[config.mk]
export PLATFORM = sky130hd
export DESIGN_NAME = alu_result_stage
export DESIGN_NICKNAME = d
export VERILOG_FILES = /design/src/rtl/alu_result_stage.sv
export SDC_FILE = /design/constraint.sdc
export NUM_CORES = 1
export LEC_CHECK = 0
export ABC_CLOCK_PERIOD_IN_PS = 1700
export BUFFER_PORTS_ARGS = -buffer_cell sky130_fd_sc_hd__buf_2
export CORE_MARGIN = 2
export CORE_UTILIZATION = 54
export CTS_BUF_LIST = sky130_fd_sc_hd__clkbuf_4
export DETAILED_ROUTE_END_ITERATION = 7
export PLACE_DENSITY = 0.87
export SYNTH_ARGS = -nofsm -noshare
export SYNTH_HDL_FRONTEND = slang
export SYNTH_SLANG_ARGS = --single-unit
[constraint.sdc]
create_clock -name clk_i -period 1.7 [get_ports clk_i]
set_clock_uncertainty 0.15 [all_clocks]
set_input_delay 0 -clock clk_i [delete_from_list [all_inputs] [get_ports clk_i]]
set_output_delay 0 -clock clk_i [all_outputs]
set_load 0.02 [all_outputs]
[src/rtl/alu_result_stage.sv]
// -----------------------------------------------------------------------------
// alu_result_stage
//
// Pipeline register directly after the 32-bit ALU. Each accepted ALU result is
// captured together with its flags and writeback info into a two-entry skid
// buffer (main + skid), so an upstream producer that only sees a registered
// ready never loses a result when downstream stalls. The stage also keeps a
// sticky overflow bit and a saturating count of overflowed entries sent out,
// for debug readout.
//
// Handshake (both sides): a transfer happens on a rising clk_i edge when valid
// and ready are both high. valid must not depend on ready. in_ready_o is a
// function of rst_i and registered state only, never of out_ready_i.
//
// Optional feature, macro OVF_TRAP_EN:
//   defined   - an overflowed entry is captured with reg_write forced to 0
//               (MIPS add/sub trap) and exc_o pulses for that entry's send cycle
//   undefined - reg_write passes through unchanged; exc_o does not exist
//
// Ports:
//   clk_i, rst_i         clock; synchronous active-high reset
//   in_valid_i/in_ready_o  upstream handshake
//   alu_result_i         ALU result bus (WIDTH)
//   alu_overflow_i       overflow from the MSB slice
//   alu_cout_i           carry-out from the MSB slice
//   rd_addr_i            destination register (RD_W)
//   reg_write_i          writeback enable
//   out_valid_o/out_ready_i downstream handshake
//   result_o, zero_o, overflow_o, cout_o, rd_addr_o, reg_write_o
//                        registered entry at the head of the stage
//   exc_o                (OVF_TRAP_EN only) overflow trap, send cycle only
//   ovf_sticky_o         set once an overflowed entry has been sent
//   ovf_clear_i          clears ovf_sticky_o and ovf_cnt_o
//   ovf_cnt_o            saturating count of overflowed entries sent (CNT_W)
// -----------------------------------------------------------------------------
module alu_result_stage #(
    parameter int WIDTH = 32,
    parameter int RD_W  = 5,
    parameter int CNT_W = 8
) (
    input  logic             clk_i,
    input  logic             rst_i,
    // upstream
    input  logic             in_valid_i,
    output logic             in_ready_o,
    input  logic [WIDTH-1:0] alu_result_i,
    input  logic             alu_overflow_i,
    input  logic             alu_cout_i,
    input  logic [RD_W-1:0]  rd_addr_i,
    input  logic             reg_write_i,
    // downstream
    output logic             out_valid_o,
    input  logic             out_ready_i,
    output logic [WIDTH-1:0] result_o,
    output logic             zero_o,
    output logic             overflow_o,
    output logic             cout_o,
    output logic [RD_W-1:0]  rd_addr_o,
    output logic             reg_write_o,
`ifdef OVF_TRAP_EN
    output logic             exc_o,
`endif
    // overflow debug status
    output logic             ovf_sticky_o,
    input  logic             ovf_clear_i,
    output logic [CNT_W-1:0] ovf_cnt_o
);

    typedef struct packed {
        logic [WIDTH-1:0] result;
        logic             zero;
        logic             overflow;
        logic             cout;
        logic [RD_W-1:0]  rd_addr;
        logic             reg_write;
    } entry_t;

    entry_t           main_q, main_d;
    entry_t           skid_q, skid_d;
    logic             main_valid_q, main_valid_d;
    logic             skid_valid_q, skid_valid_d;
    logic             ovf_sticky_q, ovf_sticky_d;
    logic [CNT_W-1:0] ovf_cnt_q, ovf_cnt_d;

    entry_t           in_entry;
    logic             accept;
    logic             send;

    // ------------------------------------------------------------------
    // Entry formatting at capture time
    // ------------------------------------------------------------------
    always_comb begin
        in_entry           = '0;
        in_entry.result    = alu_result_i;
        in_entry.zero      = (alu_result_i == '0);
        in_entry.overflow  = alu_overflow_i;
        in_entry.cout      = alu_cout_i;
        in_entry.rd_addr   = rd_addr_i;
`ifdef OVF_TRAP_EN
        // Trapping add/sub must not commit its result to the register file.
        in_entry.reg_write = reg_write_i & ~alu_overflow_i;
`else
        in_entry.reg_write = reg_write_i;
`endif
    end

    // ------------------------------------------------------------------
    // Handshakes. Ready comes from the skid flag only, so a stalled
    // downstream cannot ripple combinationally into the producer.
    // ------------------------------------------------------------------
    assign in_ready_o  = ~rst_i & ~skid_valid_q;
    assign accept      = in_valid_i & in_ready_o;
    assign out_valid_o = main_valid_q;
    assign send        = main_valid_q & out_ready_i;

    // ------------------------------------------------------------------
    // Main / skid next state
    // ------------------------------------------------------------------
    always_comb begin
        main_d       = main_q;
        main_valid_d = main_valid_q;
        skid_d       = skid_q;
        skid_valid_d = skid_valid_q;

        if (~main_valid_q | out_ready_i) begin
            // Main is free this cycle. The skid entry is older than anything
            // on the input, so it always goes first. When the skid is full
            // in_ready_o is low, so accept cannot also be high.
            skid_valid_d = 1'b0;
            if (skid_valid_q) begin
                main_d       = skid_q;
                main_valid_d = 1'b1;
            end else if (accept) begin
                main_d       = in_entry;
                main_valid_d = 1'b1;
            end else begin
                // Data fields keep their last value; only valid drops.
                main_valid_d = 1'b0;
            end
        end else if (accept) begin
            // Main is stalled; park the new entry in the skid slot.
            skid_d       = in_entry;
            skid_valid_d = 1'b1;
        end
    end

    // ------------------------------------------------------------------
    // Overflow status. Clear is applied first so a same-cycle overflowed
    // send restarts the count at 1 and leaves sticky set.
    // ------------------------------------------------------------------
    always_comb begin
        ovf_sticky_d = ovf_sticky_q;
        ovf_cnt_d    = ovf_cnt_q;

        if (ovf_clear_i) begin
            ovf_sticky_d = 1'b0;
            ovf_cnt_d    = '0;
        end

        if (send & main_q.overflow) begin
            ovf_sticky_d = 1'b1;
            if (ovf_cnt_d != {CNT_W{1'b1}}) begin
                ovf_cnt_d = ovf_cnt_d + CNT_W'(1);
            end
        end
    end

    // ------------------------------------------------------------------
    // State registers
    // ------------------------------------------------------------------
    always_ff @(posedge clk_i) begin
        if (rst_i) begin
            main_q       <= '0;
            skid_q       <= '0;
            main_valid_q <= 1'b0;
            skid_valid_q <= 1'b0;
            ovf_sticky_q <= 1'b0;
            ovf_cnt_q    <= '0;
        end else begin
            main_q       <= main_d;
            skid_q       <= skid_d;
            main_valid_q <= main_valid_d;
            skid_valid_q <= skid_valid_d;
            ovf_sticky_q <= ovf_sticky_d;
            ovf_cnt_q    <= ovf_cnt_d;
        end
    end

    // ------------------------------------------------------------------
    // Outputs
    // ------------------------------------------------------------------
    assign result_o     = main_q.result;
    assign zero_o       = main_q.zero;
    assign overflow_o   = main_q.overflow;
    assign cout_o       = main_q.cout;
    assign rd_addr_o    = main_q.rd_addr;
    assign reg_write_o  = main_q.reg_write;
    assign ovf_sticky_o = ovf_sticky_q;
    assign ovf_cnt_o    = ovf_cnt_q;

`ifdef OVF_TRAP_EN
    // Pulses only in the cycle the trapping entry actually leaves the stage.
    assign exc_o = send & main_q.overflow;
`endif

endmodule

==> impl_results.md, run 1 <==
* CP Buf/Inv Count at 1
* Clk buf depth at 2
* Layout Cells excl Fill at 644
* Worst hold path class: primary input to flip-flop
* Initial detailed-routing violation count at 188
* Post-route cell area at 0.004870 mm²
* Critical Path Max Stage Delay at 350 ps
* Core footprint at 0.006756 mm²
* Register area share after synthesis at 0.4952
* Pleak at 1.887 nW
* Final Power at 4.037 mW
* P_int at 2.849 mW
* Drt via density at 5.536
* GP Congestion at 0.7454
* Min Tclk post-route at 1621 ps
* Syn_nets at 476
* Vias in the first global route at 3,305
* Layout Nets at 604
* Final period utilization at 0.9538
* Syn avg cell area at 8.724 µm²
* Final Max Tran Viols at 0
* Drt pass-1 iters at 4
* # setup viols final at 0
* HPWL after detailed placement at 5864 µm
* Clock share of power at 0.267
* DRT antenna net count at 0
* Number of flops mapped to enable cells by yosys at 0
* Area Growth Syn to Fin at 29.52%
* Psw at 1.187 mW
* Synthesized instance count at 431
* Row count at 30
* Critical path required time at 1900 ps
* Largest net degree at the start of global routing at 50
* Peak VDD IR at 0.7321 mV
* Port Buf Inserts at 96
* Clock root buffer: clkbuf_4
* Worst R2R Start: out_valid_o
* CP Class: flip-flop to flip-flop
* First-pass GRT wire length at 15,130 µm
* DRC violations left at 0
* Die Y at 87.44 µm
* Initial antenna violation count at 0
* CP Capture Type: flip-flop
* Levels on crit path at 5
* FF+latch count, synth at 93
* Crit path DAT at 1820 ps
* Synthesized area at 0.003760 mm²
* Sw Share at 0.2941
* Die area at 0.007646 mm²
* Combinational power share at 0.158
* Status: finished clean
* Crit path launch type: flip-flop
* Final WL at 9194 µm
* Max-slew headroom at 0.6663
* Synth unique cells at 31
* Slew of the pin with the lowest slew margin at 500.6 ps
* Cell Pwr Density at 828.9 mW/mm²
* Reg2reg path depth at 5
* Main flop type after synthesis: dfxtp_1
* Overflow after GRT at 0
* Worst setup path start: out_valid_o
* Overall Global Routing Usage at 0.2485
* R2R Setup Slk at 80 ps
* Initial Utilization at 0.5565
* Placed cells at 584
* Total of max-cap violations at 0
* CP max FO at 19
* H-tree lvl count at 3
* Final hold vios at 0
* TritonCTS buffer count at 9
* Fillers at 527
* Routed len/inst at 14.28 µm
* Worst path slowest cell: dfxtp_1
* Top delay family on crit path: compound AO/OA/AOI/OAI gates
* Die Width at 87.44 µm
* CTS Sinks at 93
* Final core utilization at 0.7207
* Flop pwr share at 0.575
* # diodes at 0
* Total negative setup slack at 0 ps
* Crit path cell chain: and2b_1 > a21oi_4 > buf_4 > nor2_1 > a211oi_1
* FMAX at 616.7 MHz
* Via Count at 3,565
* Critical Path End: result_o[9]
* FFs w/ async S/R, synth at 0
* Yosys warning total at 0
* Ports at 97
* Placed inst area at 0.004304 mm²
* Worst R2R End: result_o[9]
* Worst-path clk slew at 150 ps
* CTS tree: built
* Share of layout cells above drive strength 1 at 0.2287
* Worst skew pair latency at 440 ps
* Unrepaired setup endpoints after global routing: false
[cells in the final DEF, fill, tap and decap left out, types with 3 or more instances in the layout]
cell type	Yosys	layout
nand4_1	6	6
nand3_1	3	3
dlygate4sd3_1	0	44
buf_2	14	96
a211oi_1	41	41
buf_4	0	8
a31oi_1	4	4
mux2i_1	40	40
clkbuf_4	0	9
a21oi_1	44	44
nand2_1	83	83
clkinv_4	0	3
nor4_1	10	10
inv_1	3	3
dfxtp_1	93	91
clkinvlp_4	0	3
nor3_1	5	5
and3_1	4	4
nor2_1	44	44
[cell families after synthesis]
logic type | synth area share
AND/OR/NAND/NOR | 0.1887
AO/OA/AOI/OAI | 0.1681
flip-flops | 0.4952
multiplexers | 0.1065
buffers and inverters | 0.04160
[per-layer routing]
| metal | share of wire | up-vias | global-route usage |
|---|---|---|---|
| met5 | 0 | - | 0 |
| met4 | 0.022 | 0 | 0.1021 |
| met3 | 0.048 | 20 | 0.04455 |
| met2 | 0.49 | 119 | 0.4146 |
| met1 | 0.44 | 1656 | 0.3165 |
| li1 | - | 1770 | - |
[through the flow]
| stage | hold WS [ps] | setup WS [ps] |
|---|---|---|
| after global routing | 196.3 | 3.944 |
| final | 196.9 | 78.51 |
| after floorplan | -100.9 | 121.7 |
| after global placement | 105.0 | 180.5 |
| after detailed placement | 111.2 | 74.94 |
| after CTS | 169.5 | 52.20 |
[worst min path at each step]
stage,slack (ps),cells past startpoint,startpoint,endpoint
finish,200,4,alu_result_i[27],skid_q[36]
global route,200,4,alu_result_i[20],skid_q[29]
CTS,170,4,reg_write_i,skid_q[0]
detailed placement,110,3,reg_write_i,skid_q[0]
global placement,100,3,rd_addr_i[4],skid_q[5]
floorplan,-100,1,rst_i,in_ready_o
[repair_timing]
action                     4_1_cts  5_1_grt
setup endpoints to repair        0        4
hold buffers                    44        0
setup buffers                    0        0
gates resized for setup          0        3
hold endpoints to repair        93        0
[final cells by class]
class,instances,area [µm²],share of cell area
clock inverters,7,52.55,0.01079
well taps,80,100.1,0.02055
clock buffers,9,67.56,0.01387
multi-input cells,301,1742,0.3577
repair buffers,151,1032,0.2120
inverters,3,11.26,0.002312
flip-flops and latches,93,1864,0.3828
[power groups by stage]
stage          Sequential (mW)  Clock [mW]  Combinational (mW)
6_report                  2.32        1.08               0.638
5_1_grt                   2.33        1.18               0.699
4_1_cts                   2.32        1.10               0.634
3_5_place_dp              2.37           0               0.553
3_3_place_gp              2.36           0               0.545
2_1_floorplan             2.46           0               0.245
[cell usage after synthesis, drive strengths merged, types with 3 or more instances]
master / count / area [µm²]
buf: 17 / 81.33
and3: 5 / 36.28
clkbuf: 17 / 63.81
inv: 3 / 11.26
mux2i: 40 / 400.4
nand4: 6 / 37.54
a31oi: 4 / 25.02
a211oi: 41 / 307.8
dfxtp: 93 / 1862
nand2: 83 / 311.6
nor3: 5 / 25.02
a21oi: 45 / 236.5
nor2: 45 / 171.4
nand3: 3 / 15.01
nor4: 10 / 62.56
[worst reg2reg max path, delay by kind of cell, from the launching register on]
| kind | cells | cell delay (ps) |
|---|---|---|
| AND/OR/NAND/NOR | 2 | 310 |
| AO/OA/AOI/OAI | 2 | 460 |
| flip-flops | 1 | 350 |
| buffers and inverters | 1 | 260 |
[state kept, by name, indices dropped and copies added (netlist names)]
signal        cells
skid_q           41
rd_addr_o         5
zero_o            1
overflow_o        1
ovf_sticky_o      1
result_o         32
out_valid_o       1
skid_valid_q      1
reg_write_o       1
cout_o            1
ovf_cnt_o         8
Note: power is estimated with default switching activity, not from simulation.
==> inputs of run 2 (changes only) <==
--- a/config.mk
+++ b/config.mk
@@ -5,13 +5,14 @@
 export SDC_FILE = /design/constraint.sdc
 export NUM_CORES = 1
 export LEC_CHECK = 0
+export ABC_AREA = 1
 export ABC_CLOCK_PERIOD_IN_PS = 1700
 export BUFFER_PORTS_ARGS = -buffer_cell sky130_fd_sc_hd__buf_2
 export CORE_MARGIN = 2
-export CORE_UTILIZATION = 54
+export CORE_UTILIZATION = 55
 export CTS_BUF_LIST = sky130_fd_sc_hd__clkbuf_4
 export DETAILED_ROUTE_END_ITERATION = 7
-export PLACE_DENSITY = 0.87
+export PLACE_DENSITY = 0.88
 export SYNTH_ARGS = -nofsm -noshare
 export SYNTH_HDL_FRONTEND = slang
 export SYNTH_SLANG_ARGS = --single-unit
==> impl_results.md, run 2 <==
* Critical Path Max Stage Delay at 400 ps
* Share of layout cells above drive strength 1 at 0.2095
* DRC violations left at 0
* R2R Setup Slk at 130 ps
* Area Growth Syn to Fin at 27.26%
* Worst R2R End: skid_q[38]
* Worst skew pair latency at 420 ps
* Row count at 31
* Most flop-heavy register: skid_q
* CTS tree: built
* Initial detailed-routing violation count at 257
* FFs w/ async S/R, synth at 0
* # Post-CTS Setup Buffers at 0
* Largest net degree at the start of global routing at 43
* Worst R2R Start: out_valid_o
* TritonCTS buffer count at 9
* Clock root buffer: clkbuf_4
* Synth cell count leaders: nor2_1 (110), dfxtp_1 (93), nand2_1 (82)
* Ports at 97
* Clk buf depth at 2
* GP Congestion at 0.8675
* Vias in the first global route at 4,015
* Final Power at 4.130 mW
* Pleak at 2.387 nW
* Final period utilization at 0.9256
* Main flop type after synthesis: dfxtp_1
* Cell Pwr Density at 799.0 mW/mm²
* Drt pass-1 iters at 5
* First-pass GRT wire length at 17,550 µm
* Worst setup path start: out_valid_o
* Port Buf Inserts at 96
* Layout Nets at 732
* Hold_ws at 220.5 ps
* Worst hold path class: primary input to flip-flop
* Hold Path End: skid_q[18]
* Synthesized area at 0.004061 mm²
* Fillers at 556
* Via Count at 4,143
* Crit path launch type: flip-flop
* Worst hold stages at 4
* Most frequent cells in the layout: nor2_1 (110), buf_2 (96), dfxtp_1 (92)
* Largest register FFs at 41
* CP Buf/Inv Count at 3
* Critical path required time at 1900 ps
* Drt via density at 5.238
* Crit path DAT at 1780 ps
* HP Start: alu_result_i[9]
* Status: finished clean
* Final hold vios at 0
* # setup viols final at 0
* Die Width at 89.93 µm
* CTS Sinks at 93
* Top delay family on crit path: buffers and inverters
* HPWL after detailed placement at 6766 µm
* Die Y at 89.93 µm
* Initial Utilization at 0.5630
* Routed len/inst at 13.09 µm
* CP max FO at 29
* CP Capture Type: flip-flop
* Total of max-cap violations at 0
* Post-synth top area share at 0.4584
* Top cells by area, synth: dfxtp_1 (46%), nor2_1 (10%), o21ai_0 (8.5%), nand2_1 (7.6%), a21oi_1 (4.7%)
* Commonest non-fill, non-tap cell in the layout: nor2_1
* Worst-path clk slew at 130 ps
* Synth unique cells at 25
* Syn avg cell area at 7.278 µm²
* Yosys top cell by area: dfxtp_1
* Yosys warning total at 0
* Overflow after GRT at 0
* Final WL at 10,360 µm
* Total negative setup slack at 0 ps
* Core footprint at 0.007214 mm²
* Number of flops mapped to enable cells by yosys at 0
* FMAX at 635.5 MHz
* Syn_nets at 603
* Die area at 0.008087 mm²
* Worst path slowest cell: dfxtp_1
* Overall Global Routing Usage at 0.2617
* Crit path cell chain: nand2_1 > inv_1 > nand3_2 > inv_2 > buf_4 > o21ai_1 > a21oi_1
* Slew of the pin with the lowest slew margin at 356.7 ps
* # diodes at 0
* Register area share after synthesis at 0.4584
* DRT antenna net count at 0
* Most common cell in the netlist: nor2_1
* Peak VDD IR at 0.4029 mV
* Unrepaired setup endpoints after global routing: false
* H-tree lvl count at 3
* Max-slew headroom at 0.7622
* FF+latch count, synth at 93
* Reg2reg path depth at 7
* Synthesized instance count at 558
* CP Class: flip-flop to flip-flop
* Min Tclk post-route at 1573 ps
* Initial antenna violation count at 0
* Final Max Tran Viols at 0
run 2: cell types whose count changed after synthesis, moves of 9 or more:
cell / previous run / this run
o211a_1: 1 / 10
nor4_1: 10 / 0
a211oi_1: 41 / 0
nand3_2: 0 / 12
mux2i_1: 40 / 0
o21ai_0: 1 / 69
o21ai_1: 0 / 34
nor2_1: 44 / 110
inv_1: 3 / 44
nand3_1: 3 / 14
run 2: final cells by class:
type / instances / area (µm²) / share of cell area
sequential: 93 / 1863 / 0.3604
multi-input combinational: 383 / 1819 / 0.3520
timing repair buffer: 152 / 1049 / 0.2029
inverter: 48 / 185.2 / 0.03583
tap: 99 / 123.9 / 0.02397
clock buffer: 10 / 75.07 / 0.01452
clock inverter: 6 / 53.80 / 0.01041
run 2: power breakdown:
| group | switching, mW | total (mW) | internal, mW |
|---|---|---|---|
| combinational | 0.381 | 0.653 | 0.272 |
| clock | 0.697 | 1.15 | 0.450 |
| sequential | 0.0552 | 2.33 | 2.27 |
run 2: cell families after synthesis:
logic type,count (synthesis),share of synthesized area
AOI/OAI and AO/OA,152,0.2002
buffers and inverters,82,0.09365
DFF,93,0.4584
and+or+nand+nor,231,0.2477
run 2: worst max path at each step:
stage | to | cells past startpoint
3_3_place_gp | result_o[1] | 8
5_1_grt | skid_q[39] | 7
4_1_cts | overflow_o | 8
6_report | skid_q[38] | 7
3_5_place_dp | overflow_o | 8
2_1_floorplan | overflow_o | 9
run 2: through the flow:
stage | util | cell area, µm² | std cells | worst slack [ps]
global route | 0.7164 | 5169 | 791 | 9.849
finish | 0.7164 | 5169 | 791 | 126.5
global placement | 0.6372 | 4597 | 731 | 181.9
CTS | 0.7161 | 5166 | 791 | 87.90
floorplan | - | 4061 | 558 | 221.9
detailed placement | 0.6372 | 4597 | 731 | 107.6
run 2: layer usage:
metal | part of all wire | track usage | routed length [µm] | vias up
met1 | 0.43 | 0.3003 | 4435 | 1898
met5 | 0 | 0 | 0 | -
li1 | - | - | - | 2070
met2 | 0.50 | 0.4798 | 5131 | 143
met4 | 0.031 | 0.1205 | 318 | 0
met3 | 0.046 | 0.03856 | 472 | 32
run 2: repair_timing:
item                                    CTS  global route
endpoints found under the hold margin    93             0
hold buffers                             44             0
resized for setup                         0             1
endpoints found under the setup margin    0             2
run 2: worst reg2reg max path: stages, from the launching register on:
cell and delay [ps]:
dfxtp_1 400, nand2_1 160, inv_1 110, nand3_2 80, inv_2 90, buf_4 290
o21ai_1 100, a21oi_1 140
==> inputs of run 3 (changes only) <==
--- a/config.mk
+++ b/config.mk
@@ -6,7 +6,7 @@
 export NUM_CORES = 1
 export LEC_CHECK = 0
 export ABC_AREA = 1
-export ABC_CLOCK_PERIOD_IN_PS = 1700
+export ABC_CLOCK_PERIOD_IN_PS = 1800
 export BUFFER_PORTS_ARGS = -buffer_cell sky130_fd_sc_hd__buf_2
 export CORE_MARGIN = 2
 export CORE_UTILIZATION = 55
@@ -16,3 +16,4 @@
 export SYNTH_ARGS = -nofsm -noshare
 export SYNTH_HDL_FRONTEND = slang
 export SYNTH_SLANG_ARGS = --single-unit
+export TNS_END_PERCENT = 30
==> constraint.sdc (replaced) <==
create_clock -name clk_i -period 1.8 [get_ports clk_i]
set_clock_uncertainty 0.15 [all_clocks]
set_input_delay 0 -clock clk_i [delete_from_list [all_inputs] [get_ports clk_i]]
set_output_delay 0 -clock clk_i [all_outputs]
set_load 0.02 [all_outputs]
==> impl_results.md, run 3 (same netlist as run 2, synthesis figures left out) <==
* Pleak at 2.409 nW
* # setup viols final at 0
* Initial antenna violation count at 0
* Cell Pwr Density at 808.2 mW/mm²
* Crit path DAT at 1820 ps
* Worst R2R End: result_o[12]
* Worst R2R Start: skid_valid_q
* R2R Setup Slk at 200 ps
* Most frequent cells in the layout: nor2_1 (110), buf_2 (96), dfxtp_1 (92)
* CP max FO at 24
* Port Buf Inserts at 96
* H-tree lvl count at 3
* GP Congestion at 0.8676
* Critical Path Max Stage Delay at 370 ps
* Overall Global Routing Usage at 0.2523
* Die Y at 89.93 µm
* Worst setup path start: skid_valid_q
* Initial detailed-routing violation count at 276
* Crit path launch type: flip-flop
* Total negative setup slack at 0 ps
* Final period utilization at 0.8905
* Overflow after GRT at 0
* Critical path required time at 2020 ps
* Crit path cell chain: nor2_4 > nand2_1 > nand2_2 > nand2_4 > inv_4 > buf_4 > nor2_1 > nor2_1
* Largest net degree at the start of global routing at 84
* Commonest non-fill, non-tap cell in the layout: nor2_1
* HP Start: alu_result_i[28]
* Top delay family on crit path: simple AND/OR/NAND/NOR gates
* Total of max-cap violations at 0
* Initial Utilization at 0.5630
* CTS Sinks at 93
* Clk buf depth at 2
* Largest register FFs at 41
* Final Max Tran Viols at 0
* Reg2reg path depth at 8
* Worst path slowest cell: dfxtp_2
* Worst hold path class: primary input to flip-flop
* Max-slew headroom at 0.7692
* # diodes at 0
* FMAX at 623.9 MHz
* Clock root buffer: clkbuf_4
* Worst skew pair latency at 430 ps
* Final hold vios at 0
* Die Width at 89.93 µm
* CTS tree: built
* Top cell by count, worst path: nor2_1
* Layout Nets at 731
* DRT antenna net count at 0
* Worst-path clk slew at 130 ps
* Core footprint at 0.007214 mm²
* First-pass GRT wire length at 16,830 µm
* Peak VDD IR at 0.4206 mV
* CP Buf/Inv Count at 2
* Fillers at 573
* Most flop-heavy register: skid_q
* CP Class: flip-flop to flip-flop
* Critical Path End: result_o[12]
* Hold_ws at 214.0 ps
* Ports at 97
* Share of layout cells above drive strength 1 at 0.2113
* Drt via density at 5.227
* DRC violations left at 0
* Final WL at 10,340 µm
* Slew of the pin with the lowest slew margin at 346.2 ps
* Levels on crit path at 8
* Via Count at 4,129
* Status: finished clean
* Area Growth Syn to Fin at 28.00%
* CP Capture Type: flip-flop
* Vias in the first global route at 3,818
* Row count at 31
* HPWL after detailed placement at 6537 µm
* TritonCTS buffer count at 9
* Drt pass-1 iters at 4
* Unrepaired setup endpoints after global routing: false
* Die area at 0.008087 mm²
* Resize count post-CTS at 0
* Routed len/inst at 13.08 µm
* Min Tclk post-route at 1603 ps
run 3: through the flow:
stage / utilization / total power, mW / cells / worst slack (ps) / cell area [µm²]
final: 0.7206 / 4.202 / 790 / 197.2 / 5199
after global routing: 0.7206 / 4.372 / 790 / 73.10 / 5199
after detailed placement: 0.6344 / 2.767 / 730 / 237.6 / 4577
after CTS: 0.7206 / 4.199 / 790 / 218.6 / 5199
after global placement: 0.6344 / 2.747 / 730 / 325.9 / 4577
after floorplan: - / 2.579 / 558 / 321.9 / 4061
run 3: worst min path at each step:
| stage | to | slack (ps) | cells past startpoint |
|---|---|---|---|
| finish | skid_q[37] | 210 | 4 |
| floorplan | in_ready_o | -120 | 1 |
| global route | skid_q[29] | 220 | 4 |
| CTS | skid_q[30] | 210 | 4 |
| global placement | skid_q[38] | 110 | 3 |
| detailed placement | skid_q[0] | 120 | 3 |
run 3: final cells by class:
class / instances / area, µm² / area share
flip-flops and latches: 93 / 1863 / 0.3584
multi-input cells: 383 / 1819 / 0.3499
repair buffers: 151 / 1028 / 0.1978
inverters: 48 / 182.7 / 0.03514
well taps: 99 / 123.9 / 0.02383
clock inverters: 5 / 98.84 / 0.01901
clock buffers: 11 / 82.58 / 0.01588
run 3: what timing repair did:
action,CTS,global route
hold buffers,44,0
buffers inserted,0,0
endpoints found under the hold margin,93,0
run 3: power breakdown:
group	switching (mW)	internal (mW)
clock network	0.664	0.729
registers	0.0497	2.15
logic	0.358	0.252
run 3: layer usage:
metal,up-vias,GRT usage,wire length [µm]
met4,0,0.1474,446
met1,1868,0.2962,4417
li1,2074,-,-
met3,39,0.04694,510
met5,-,0,0
met2,148,0.4318,4962
run 3: tightest hold or removal path, delay by kind of cell:
family	cells	cell delay, ps
AO/OA/AOI/OAI	1	50
buffers and inverters	3	710
